## src/rtl/post_switch_ctrl_pkg.sv

```systemverilog
// Shared types and helpers for the post_switch path sequencer.
// Holds FSM state encoding and counter width rules.
package post_switch_ctrl_pkg;

  localparam int ST_W   = 2;
  localparam int IDLE_W = 8;

  localparam logic [ST_W-1:0] ST_IDLE = 2'd0;
  localparam logic [ST_W-1:0] ST_WAIT = 2'd1;
  localparam logic [ST_W-1:0] ST_HOLD = 2'd2;

  typedef enum logic [ST_W-1:0] {
    IDLE = ST_IDLE,
    WAIT = ST_WAIT,
    HOLD = ST_HOLD
  } state_t;

  // Width able to hold values 0..n-1, never below one bit.
  function automatic int cnt_w(int n);
    return (n <= 2) ? 1 : $clog2(n);
  endfunction

endpackage

```

## src/rtl/gmii_gap_detect.sv

```systemverilog
// Inter-frame gap detector on a GMII data-valid stream.
// Ports: clk, rst (sync high), up_dv, gap[7:0] in; gap_ok out.
module gmii_gap_detect
  import post_switch_ctrl_pkg::*;
(
  input  logic              clk,
  input  logic              rst,
  input  logic              up_dv,
  input  logic [IDLE_W-1:0] gap,
  output logic              gap_ok
);

  logic [IDLE_W-1:0] idle_cnt;

  always_ff @(posedge clk) begin
    if (rst) begin
      idle_cnt <= '0;
    end else if (up_dv) begin
      idle_cnt <= '0;
    end else if (idle_cnt != '1) begin
      idle_cnt <= idle_cnt + 1'b1;
    end
  end

  // idle_cnt counts earlier idle cycles, so this cycle is idle
  // number idle_cnt+1; extra bit keeps gap=0 and 255 well behaved.
  assign gap_ok = !up_dv &&
    (({1'b0, idle_cnt} + 9'd1) >= {1'b0, gap});

endmodule

```

## src/rtl/post_switch_ctrl.sv

```systemverilog
// Applies path requests to post_switch.select at frame gaps,
// with post-switch hold-off and a forced switch on timeout.
// Ports: clk, rst (sync high), speed, req_select, up_dv in;
//        select, busy, switch_done, timeout_err, switch_cnt[7:0] out.
module post_switch_ctrl
  import post_switch_ctrl_pkg::*;
#(
  parameter int GAP_1G      = 12,
  parameter int GAP_100M    = 24,
  parameter int HOLD_CYCLES = 64,
  parameter int TIMEOUT     = 4096
) (
  input  logic       clk,
  input  logic       rst,
  input  logic       speed,
  input  logic       req_select,
  input  logic       up_dv,
  output logic       select,
  output logic       busy,
  output logic       switch_done,
  output logic       timeout_err,
  output logic [7:0] switch_cnt
);

  localparam int WAIT_W = cnt_w(TIMEOUT);
  localparam int HOLD_W = cnt_w(HOLD_CYCLES + 1);

  localparam logic [IDLE_W-1:0] G1 = IDLE_W'(GAP_1G);
  localparam logic [IDLE_W-1:0] G100 = IDLE_W'(GAP_100M);
  localparam logic [WAIT_W-1:0] W_LAST = WAIT_W'(TIMEOUT - 1);
  localparam logic [HOLD_W-1:0] H_LAST = HOLD_W'(HOLD_CYCLES - 1);

  state_t            state;
  logic [WAIT_W-1:0] wait_cnt;
  logic [HOLD_W-1:0] hold_cnt;
  logic [IDLE_W-1:0] gap;
  logic              gap_ok;

  assign gap  = speed ? G1 : G100;
  assign busy = (state != IDLE);

  gmii_gap_detect u_gap (
    .clk    (clk),
    .rst    (rst),
    .up_dv  (up_dv),
    .gap    (gap),
    .gap_ok (gap_ok)
  );

  always_ff @(posedge clk) begin
    if (rst) begin
      state       <= IDLE;
      select      <= 1'b0;
      switch_done <= 1'b0;
      timeout_err <= 1'b0;
      switch_cnt  <= '0;
      wait_cnt    <= '0;
      hold_cnt    <= '0;
    end else begin
      switch_done <= 1'b0;
      timeout_err <= 1'b0;
      unique case (state)
        IDLE: begin
          wait_cnt <= '0;
          if (req_select != select) state <= WAIT;
        end
        WAIT: begin
          if (req_select == select) begin
            state <= IDLE;
          end else if (gap_ok || wait_cnt == W_LAST) begin
            select      <= req_select;
            switch_cnt  <= switch_cnt + 8'd1;
            hold_cnt    <= '0;
            switch_done <= 1'b1;
            timeout_err <= !gap_ok;
            state       <= HOLD;
          end else begin
            wait_cnt <= wait_cnt + 1'b1;
          end
        end
        HOLD: begin
          if (hold_cnt == H_LAST) state <= IDLE;
          else hold_cnt <= hold_cnt + 1'b1;
        end
        default: state <= IDLE;
      endcase
    end
  end

endmodule

```

## config.mk

```make
export PLATFORM = sky130hd
export DESIGN_NAME = post_switch_ctrl
export DESIGN_NICKNAME = d
export VERILOG_FILES = /design/src/rtl/post_switch_ctrl_pkg.sv /design/src/rtl/gmii_gap_detect.sv /design/src/rtl/post_switch_ctrl.sv
export SDC_FILE = /design/constraint.sdc
export NUM_CORES = 1
export LEC_CHECK = 0
export CORE_MARGIN = 2
export CORE_UTILIZATION = 45
export CTS_BUF_LIST = sky130_fd_sc_hd__clkbuf_4 sky130_fd_sc_hd__clkbuf_8 sky130_fd_sc_hd__clkbuf_16
export CTS_CLUSTER_DIAMETER = 40
export DETAILED_ROUTE_END_ITERATION = 12
export PLACE_DENSITY = 0.61
export SLEW_MARGIN = 20
export SYNTH_ARGS = -nofsm -noshare
export SYNTH_HDL_FRONTEND = slang
export SYNTH_SLANG_ARGS = --single-unit
```

## constraint.sdc

```tcl
create_clock -name clk -period 3.9 [get_ports clk]
set_input_delay 0.585 -clock clk [delete_from_list [all_inputs] [get_ports clk]]
set_output_delay 0.585 -clock clk [all_outputs]
set_load 0.02 [all_outputs]
```

==> flow_metrics.tcl, run 1 <==
set metrics [dict create \
    ys_types 51 \
    yosysSeqAreaShare_pct 37.5 \
    drive_gt1_share_pct 9.92 \
    ys_ff_latch 40 \
    portBuffers 16 \
    grt_pass1_wl_mm 7.54 \
    synth_cells 245 \
    fin_nets 273 \
    die_h_um 72.9 \
    grt.overflow.total 0 \
    final.period_utilization_pct 81.7 \
    routed_wl_mm 4.27 \
    cts.htree.levels 2 \
    postRouteAntennaNets 0 \
    num_vias 1745 \
    io_pins 17 \
    setup_violations 0 \
    fin_crit_ps 3190 \
    fillerInstances 440 \
    setup-tns-final_ps 0 \
    ys_async_sr_fraction_pct 0 \
    rows 25 \
    syn_area_per_cell_um2 8.72 \
    p_int_w 0.000613 \
    grt_max_degree 24 \
    ys_top_cells_by_count "dfxtp_1 (40), nor2_1 (27), nand2_1 (17)" \
    max_freq_mhz 314 \
    cts_resized 0 \
    critPathLaunchType "flip-flop" \
    antenna_found_initial 0 \
    required_ps 4080 \
    clock_latency_ps 290 \
    via_per_inst 5.52 \
    slew_headroom_pct 43.3 \
    power_frac_seq_pct 52.6 \
    root_buffer "clkbuf_8" \
    cp.arrival_ps 3370 \
    leakagePower_nw 0.935 \
    crit_path_end_kind "flip-flop" \
    yosysTopAreaCellShare_pct 37.5 \
    cts_setup_buffers 0 \
    crit_type "flip-flop to flip-flop" \
    final_area_mm2 0.00243 \
    switchingPower_w 0.000171 \
    hold_viol 0 \
    drtIter0Drc 84 \
    finClkSkew_ps 4.70 \
    synthesis.nets 257 \
    dp_cells 308 \
    swShare_pct 21.8 \
    yosysTopAreaCell "dfxtp_1" \
    worstMarginPinSlew_ps 847 \
    slew_violations 0 \
    vdd_drop_max_mv 0.239 \
    grt_usage_pct 18.4 \
    grt_pass1_vias 1666 \
    antennaDiodeCount 0 \
    gp_congestion 0.813 \
    clock-sinks 40 \
    synth.area.top_cells "dfxtp_1 (37%), nor2_1 (4.7%), ha_1 (4.1%), and3_1 (3.5%), nand3_1 (3.3%)" \
    syn_area_mm2 0.00214 \
    ys_warn_count 0 \
    cts_hold_buf 0 \
    place_area_mm2 0.00231 \
    syn_to_final_growth_pct 13.5 \
    fp.coreArea_mm2 0.00466 \
    ctsLongestPathBuffers 2 \
    min_path_type "flip-flop to flip-flop" \
    comb_power_share_pct 4.4 \
    synth_edf_count 0 \
    max_cap_violations 0 \
    initial_utilization_pct 45.9 \
    p_per_area_mw_per_mm2 323 \
    instances_no_fill 316 \
    clkPwrFrac_pct 43.0 \
    firstDrtPassIters 5 \
    wl_per_cell_um 13.5 \
    die_area_mm2 0.00532 \
    drc_errors 0 \
    cts_buffers 5 \
    clkSlewWorstSetupHoldPaths_ps 80 \
    dominantRegCellSynth "dfxtp_1" \
    cts_tree "yes" \
    path_max_fanout 11 \
    dpl.hpwl_mm 2.98 \
    chipWidth_um 72.9 \
    synth.most_common_cell "dfxtp_1" \
    grt_setup_unrepaired "no" \
    outcome "finished, final reports clean" \
]
-- state kept, by name, indices dropped and copies added, names as in the netlist --
register and count:
switch_cnt 8, select 1, hold_cnt 7, state 2, u_gap.idle_cnt 8, switch_done 1
timeout_err 1, wait_cnt 12
-- worst max-delay path, stage by stage (launching register included) --
cell,delay [ps]
dfxtp_1,430
ha_1,280
nand3_1,160
xor2_1,200
inv_1,60
ha_1,260
a21boi_0,170
a221oi_4,460
a31oi_1,380
and2_1,320
a221o_1,350
-- cells in the final DEF, fill, tap and decap left out, drive strengths merged, types with 3 or more instances in the layout --
cell	Yosys	layout
nand4	12	12
or3	3	3
a21oi	11	11
or2	4	4
nor3	3	3
clkbuf	2	5
nand3	14	14
o21ai	7	7
mux2i	5	5
xor2	6	6
dfxtp	40	40
a21o	3	3
and2b	3	3
xnor2	7	7
nand2	17	17
and2	6	6
and3	13	13
clkdlybuf4s50	0	16
mux2	4	4
a31o	4	4
nor2b	3	3
nor2	27	27
inv	11	11
ha	7	7
a22oi	3	3
-- through the flow --
stage / hold slack, ps / worst slack (ps) / total power, W / utilization, %
floorplan: 453 / 1300 / 0.000445 / -
global placement: 470 / 803 / 0.000456 / 49.7
detailed placement: 475 / 714 / 0.000457 / 49.7
CTS: 489 / 692 / 0.000797 / 52.1
global route: 511 / 425 / 0.000811 / 52.1
finish: 489 / 712 / 0.000784 / 52.1
-- kinds of logic (layout without fill, tap and decap cells) --
| family | after synthesis | after routing | share of synthesized area, % |
|---|---|---|---|
| AND/OR/NAND/NOR | 112 | 112 | 27.6 |
| AO/OA/AOI/OAI | 44 | 44 | 16.0 |
| flip-flops | 40 | 40 | 37.5 |
| buffers and inverters | 20 | 37 | 4.98 |
| XOR/XNOR | 13 | 13 | 5.33 |
| multiplexers | 9 | 9 | 4.45 |
| adder cells (fa/ha/maj) | 7 | 7 | 4.10 |
-- power groups by stage --
| stage | sequential (W) | combinational [W] | clock, W |
|---|---|---|---|
| global route | 0.000413 | 0.0000391 | 0.000360 |
| CTS | 0.000412 | 0.0000351 | 0.000350 |
| finish | 0.000412 | 0.0000346 | 0.000337 |
| floorplan | 0.000421 | 0.0000233 | 0 |
| global placement | 0.000422 | 0.0000347 | 0 |
| detailed placement | 0.000422 | 0.0000348 | 0 |
-- per-layer routing --
layer / wire [µm] / global-route usage (%)
met4: 91 / 8.23
met5: 0 / 0
met2: 1840 / 27.1
met1: 2170 / 25.4
met3: 163 / 4.42
-- area by class of cell --
cell class	instances	area [µm²]	share of cell area, %
clock buffer	5	68.8	2.84
multi-input combinational	185	1230	50.7
timing repair buffer	18	175	7.22
clock inverter	3	42.5	1.75
inverter	11	41.3	1.70
tap	54	67.6	2.78
sequential	40	801	33.0
-- final timing paths --
path | startpoint | end | slack [ps] | depth (start not counted)
worst min register to register | hold_cnt[6]$_SDFFE_PP0P_ | hold_cnt[6]$_SDFFE_PP0P_ | 490 | 1
worst max-delay path | u_gap.idle_cnt[0]$_SDFFE_PP0N_ | wait_cnt[5]$_SDFFE_PP0P_ | 710 | 10
worst max register to register | u_gap.idle_cnt[0]$_SDFFE_PP0N_ | wait_cnt[5]$_SDFFE_PP0P_ | 710 | 10
worst min-delay path | hold_cnt[6]$_SDFFE_PP0P_ | hold_cnt[6]$_SDFFE_PP0P_ | 490 | 1
Note: power is estimated with default switching activity, not from simulation.
==> run 2: changes to the inputs <==
==> constraint.sdc (replaced) <==
create_clock -name clk -period 3.2 [get_ports clk]
set_input_delay 0.48 -clock clk [delete_from_list [all_inputs] [get_ports clk]]
set_output_delay 0.48 -clock clk [all_outputs]
set_load 0.02 [all_outputs]
==> run 2 against run 1 <==
Highest routed layer unchanged. Clock skew about the same. Largest power group unchanged. Die area did not move. Via count down 2.2%.
==> flow_metrics.tcl, run 2 (synthesized netlist as in run 1, its figures left out) <==
set metrics [dict create \
    outcome "finished, final reports clean" \
    max_freq_mhz 337 \
    routed_wl_mm 4.11 \
    crit_path_end_kind "flip-flop" \
    max_stage_delay_ps 430 \
    post-place-ws_ps 170 \
    grt_pass1_vias 1547 \
    rows 25 \
    cts_tree "yes" \
    grt_pass1_wl_mm 7.25 \
    critPathLaunchType "flip-flop" \
    min_path_type "flip-flop to flip-flop" \
    crit_type "flip-flop to flip-flop" \
    hold_path_depth 1 \
    cp.depth 10 \
    worstMarginPinSlew_ps 664 \
    setup-tns-final_ps 0 \
    grt_usage_pct 17.4 \
    final_common_cell "dfxtp_1" \
    chipWidth_um 72.9 \
    clock_latency_ps 300 \
    dpl.hpwl_mm 2.89 \
    initial_utilization_pct 45.9 \
    clkSlewWorstSetupHoldPaths_ps 80 \
    final_cell_mix "dfxtp_1 (40), nor2_1 (27), nand2_1 (17), clkdlybuf4s50_1 (16), nand3_1 (14)" \
    portBuffers 16 \
    fp.coreArea_mm2 0.00466 \
    final.period_utilization_pct 92.8 \
    path_max_fanout 16 \
    io_pins 17 \
    syn_to_final_growth_pct 12.6 \
    cp.arrival_ps 3160 \
    fin_nets 273 \
    ctsLongestPathBuffers 2 \
    largest_register_ff_count 12 \
    hold_viol 0 \
    max_cap_violations 0 \
    cts.htree.levels 2 \
    cts_setup_buffers 0 \
    largest-register "wait_cnt" \
    clock-sinks 40 \
    drtIter0Drc 92 \
    antenna_found_initial 0 \
    reg_top3 "wait_cnt: 12 flops, switch_cnt: 8 flops, u_gap.idle_cnt: 8 flops" \
    die_h_um 72.9 \
    cts_hold_buf 0 \
    root_buffer "clkbuf_8" \
    cts_buffers 5 \
    die_area_mm2 0.00532 \
    final_core_util_pct 51.7 \
    grt_max_degree 23 \
    path_common_cell "ha_1" \
    vdd_drop_max_mv 0.264 \
    setup_violations 0 \
    num_vias 1706 \
    leakagePower_nw 0.925 \
    firstDrtPassIters 4 \
    grt_setup_unrepaired "no" \
    crit_family "compound AO/OA/AOI/OAI gates" \
    postRouteAntennaNets 0 \
    path_cells "ha_1 > nand3_1 > xor2_1 > inv_1 > ha_1 > a21boi_0 > a221oi_4 > a31oi_4 > nand4_1 > mux2_1" \
    via_per_inst 5.40 \
    worstRegToRegCells 10 \
    drive_gt1_share_pct 9.92 \
    p_per_area_mw_per_mm2 372 \
    drc_errors 0 \
    fin_crit_ps 2970 \
    cts_resized 0 \
    fillerInstances 462 \
    p_total_w 0.000895 \
    wl_per_cell_um 13.0 \
    slew_violations 0 \
    crit_buf_inv 1 \
    grt.overflow.total 0 \
    antennaDiodeCount 0 \
    finClkSkew_ps 5.02 \
    required_ps 3390 \
    cp_slowest_cell "dfxtp_1" \
    gp_congestion 0.797 \
    slew_headroom_pct 55.4 \
    fin_ws_ps 230 \
]
run 2: cell count changes in the layout (fill, tap and decap cells not counted), sizes merged:
cell    delta
bufinv     -1
clkbuf     +1
run 2: area by class of cell:
type | instances | area [µm²] | share of cell area (%)
multi-input combinational | 185 | 1230 | 51.1
clock inverter | 2 | 16.3 | 0.676
tap | 54 | 67.6 | 2.81
sequential | 40 | 801 | 33.3
timing repair buffer | 18 | 175 | 7.28
inverter | 11 | 41.3 | 1.72
clock buffer | 6 | 76.3 | 3.17
run 2: metrics by stage:
step	instances	hold WS, ps	instance area, µm²
global route	316	502	2410
floorplan	245	453	2140
global placement	308	473	2310
CTS	316	489	2410
finish	316	486	2410
detailed placement	308	474	2310
run 2: path summary, 6_finish.rpt:
kind | from | endpoint | slack (ps)
max | u_gap.idle_cnt[0]$_SDFFE_PP0N_ | switch_cnt[4]$_SDFFE_PP0P_ | 230
min reg2reg | hold_cnt[6]$_SDFFE_PP0P_ | hold_cnt[6]$_SDFFE_PP0P_ | 490
min | hold_cnt[6]$_SDFFE_PP0P_ | hold_cnt[6]$_SDFFE_PP0P_ | 490
max reg2reg | u_gap.idle_cnt[0]$_SDFFE_PP0N_ | switch_cnt[4]$_SDFFE_PP0P_ | 230
run 2: where the power goes:
part	switching, W	internal (W)	total, W	leakage (nW)
clock	0.000187	0.000164	0.000350	0.0448
sequential	0.00000291	0.000500	0.000502	0.323
combinational	0.0000245	0.0000179	0.0000424	0.558
run 2: routing by layer:
| metal | global-route usage [%] | up-vias | wire length [µm] |
|---|---|---|---|
| li1 | - | 907 | - |
| met1 | 24.4 | 769 | 2130 |
| met2 | 25.9 | 25 | 1730 |
| met3 | 4.70 | 5 | 182 |
| met4 | 5.56 | 0 | 57 |
| met5 | 0 | - | 0 |
run 2: worst register-to-register path, delay by kind of cell (launching register included):
family / cells / cell delay, ps
AOI/OAI and AO/OA: 3 / 970
adders and majority gates: 2 / 540
muxes: 1 / 320
xor gates and xnor gates: 1 / 210
buffers and inverters: 1 / 60
and+or+nand+nor: 2 / 320
DFF: 1 / 430
==> run 3: changes to the inputs <==
--- a/config.mk
+++ b/config.mk
@@ -10,7 +10,7 @@
 export CTS_BUF_LIST = sky130_fd_sc_hd__clkbuf_4 sky130_fd_sc_hd__clkbuf_8 sky130_fd_sc_hd__clkbuf_16
 export CTS_CLUSTER_DIAMETER = 40
 export DETAILED_ROUTE_END_ITERATION = 12
-export PLACE_DENSITY = 0.61
+export PLACE_DENSITY_LB_ADDON = 0.2
 export SLEW_MARGIN = 20
 export SYNTH_ARGS = -nofsm -noshare
 export SYNTH_HDL_FRONTEND = slang
==> run 3 against run 2 <==
Fmax up 1.4%. Clock skew is 0.78 ps higher. Final area rose by 1.9%. Worst hold slack better by 4.3 ps. Die area unchanged. Combinational power rose by 1%. Flip-flop and latch count unchanged. Core utilization is 0.97 points higher. Clock-buffer cell count shrank 1. Register-to-register slack improved by 40 ps. Critical path depth up 1.
==> flow_metrics.tcl, run 3 (synthesized netlist as in run 1, its figures left out) <==
set metrics [dict create \
    rows 25 \
    die_area_mm2 0.00532 \
    worstMarginPinSlew_ps 630 \
    setup-tns-final_ps 0 \
    cts.htree.levels 2 \
    routed_wl_mm 4.17 \
    slew_headroom_pct 57.7 \
    grt_pass1_wl_mm 7.26 \
    drtIter0Drc 117 \
    min_path_type "flip-flop to flip-flop" \
    worstReg2RegEnd "switch_cnt[5]$_SDFFE_PP0P_" \
    grt_setup_unrepaired "no" \
    drive_gt1_share_pct 10.9 \
    final_common_cell "dfxtp_1" \
    rrSetupSlack_ps 270 \
    cp_slowest_cell "a221oi_4" \
    hold_path_depth 1 \
    ctsLongestPathBuffers 2 \
    dpl.hpwl_mm 2.93 \
    instances_no_fill 319 \
    portBuffers 16 \
    chipWidth_um 72.9 \
    regToRegStartpoint "u_gap.idle_cnt[0]$_SDFFE_PP0N_" \
    die_h_um 72.9 \
    final_cell_mix "dfxtp_1 (40), nor2_1 (27), nand2_1 (17), clkdlybuf4s50_1 (16), nand3_1 (14)" \
    seq_area_um2 801 \
    grt_usage_pct 17.2 \
    worstRegToRegCells 11 \
    crit_type "flip-flop to flip-flop" \
    setup_violations 0 \
    required_ps 3420 \
    cts_resized 0 \
    reg_top3 "wait_cnt: 12 flops, switch_cnt: 8 flops, u_gap.idle_cnt: 8 flops" \
    clkSlewWorstSetupHoldPaths_ps 80 \
    wl_met3_um 186 \
    wirelength_met1_mm 2.08 \
    syn_to_final_growth_pct 14.8 \
    cts_buffers 5 \
    grt_pass1_vias 1692 \
    crit_path_end_kind "flip-flop" \
    grt_max_degree 23 \
    dp_cells 308 \
    antennaDiodeCount 0 \
    cts_hold_buf 0 \
    top_layer "met4" \
    clock_latency_ps 290 \
    critPathLaunchType "flip-flop" \
    path_max_fanout 15 \
    min_to "hold_cnt[6]$_SDFFE_PP0P_" \
    max_cap_violations 0 \
    finClkSkew_ps 5.80 \
    post-place-ws_ps 240 \
    crit_family "compound AO/OA/AOI/OAI gates" \
    initial_utilization_pct 45.9 \
    max_freq_mhz 342 \
    fin_ws_ps 272 \
    gp_congestion 0.882 \
    via_per_inst 5.57 \
    fin_nets 276 \
    clock-sinks 40 \
    fp.coreArea_mm2 0.00466 \
    vdd_drop_max_mv 0.280 \
    leakagePower_nw 0.952 \
    grt.overflow.total 0 \
    outcome "finished, final reports clean" \
    final.period_utilization_pct 91.5 \
    slew_violations 0 \
    cp.arrival_ps 3150 \
    max_stage_delay_ps 470 \
    firstDrtPassIters 4 \
    root_buffer "clkbuf_8" \
    fin_crit_ps 2930 \
    largest-register "wait_cnt" \
    path_common_cell "ha_1" \
    largest_register_ff_count 12 \
    antenna_found_initial 0 \
    num_vias 1778 \
    p_per_area_mw_per_mm2 393 \
    wl_per_cell_um 13.1 \
    path_cells "ha_1 > nand3_1 > xor2_1 > inv_1 > ha_1 > a21boi_0 > a221oi_4 > a31oi_4 > buf_4 > a31o_2 > a21oi_1" \
    drc_errors 0 \
    fillerInstances 434 \
    crit_buf_inv 2 \
    hp-start "hold_cnt[6]$_SDFFE_PP0P_" \
    wl_met2_mm 1.86 \
    hold_viol 0 \
    postRouteAntennaNets 0 \
    io_pins 17 \
    multi_input_area_mm2 0.00123 \
    cts_tree "yes" \
]
==> run 3: metrics by stage <==
stage	cell area, µm²	util, %	total power [W]	hold WS, ps
floorplan	2140	-	0.000542	453
global placement	2310	49.7	0.000557	473
detailed placement	2310	49.7	0.000557	472
CTS	2430	52.1	0.000980	495
global route	2450	52.6	0.00101	506
finish	2450	52.6	0.000964	490
==> run 3: area by class of cell <==
| type | instances | area share, % |
|---|---|---|
| multi-input cells | 185 | 50.2 |
| flip-flops and latches | 40 | 32.7 |
| repair buffers | 21 | 8.06 |
| clock buffers | 5 | 2.81 |
| well taps | 54 | 2.76 |
| clock inverters | 3 | 1.89 |
| inverters | 11 | 1.68 |
==> run 3: how the worst max path moves through the flow <==
stage | from | to | slack, ps | depth (start not counted)
global placement | u_gap.idle_cnt[0]$_SDFFE_PP0N_ | switch_cnt[3]$_SDFFE_PP0P_ | 350 | 10
detailed placement | u_gap.idle_cnt[0]$_SDFFE_PP0N_ | switch_cnt[4]$_SDFFE_PP0P_ | 240 | 10
CTS | u_gap.idle_cnt[0]$_SDFFE_PP0N_ | switch_cnt[3]$_SDFFE_PP0P_ | 220 | 10
floorplan | u_gap.idle_cnt[0]$_SDFFE_PP0N_ | wait_cnt[11]$_SDFFE_PP0P_ | 600 | 11
global route | u_gap.idle_cnt[0]$_SDFFE_PP0N_ | hold_cnt[1]$_SDFFE_PP0P_ | 30 | 10
finish | u_gap.idle_cnt[0]$_SDFFE_PP0N_ | switch_cnt[5]$_SDFFE_PP0P_ | 270 | 11
==> run 3: layer usage <==
layer  vias to the layer above  GRT usage [%]
met5                         -              0
met4                         0           6.38
met3                         5           3.73
met2                        38           27.9
met1                       823           22.6
li1                        912              -
==> run 3: what timing repair did <==
action	4_1_cts	5_1_grt
endpoints found under the hold margin	0	0
setup endpoints to repair	0	3
setup buffers	0	3
==> run 3: where the power goes <==
group	internal [W]	switching, W
Combinational	0.0000180	0.0000249
Sequential	0.000500	0.00000288
Clock	0.000235	0.000184
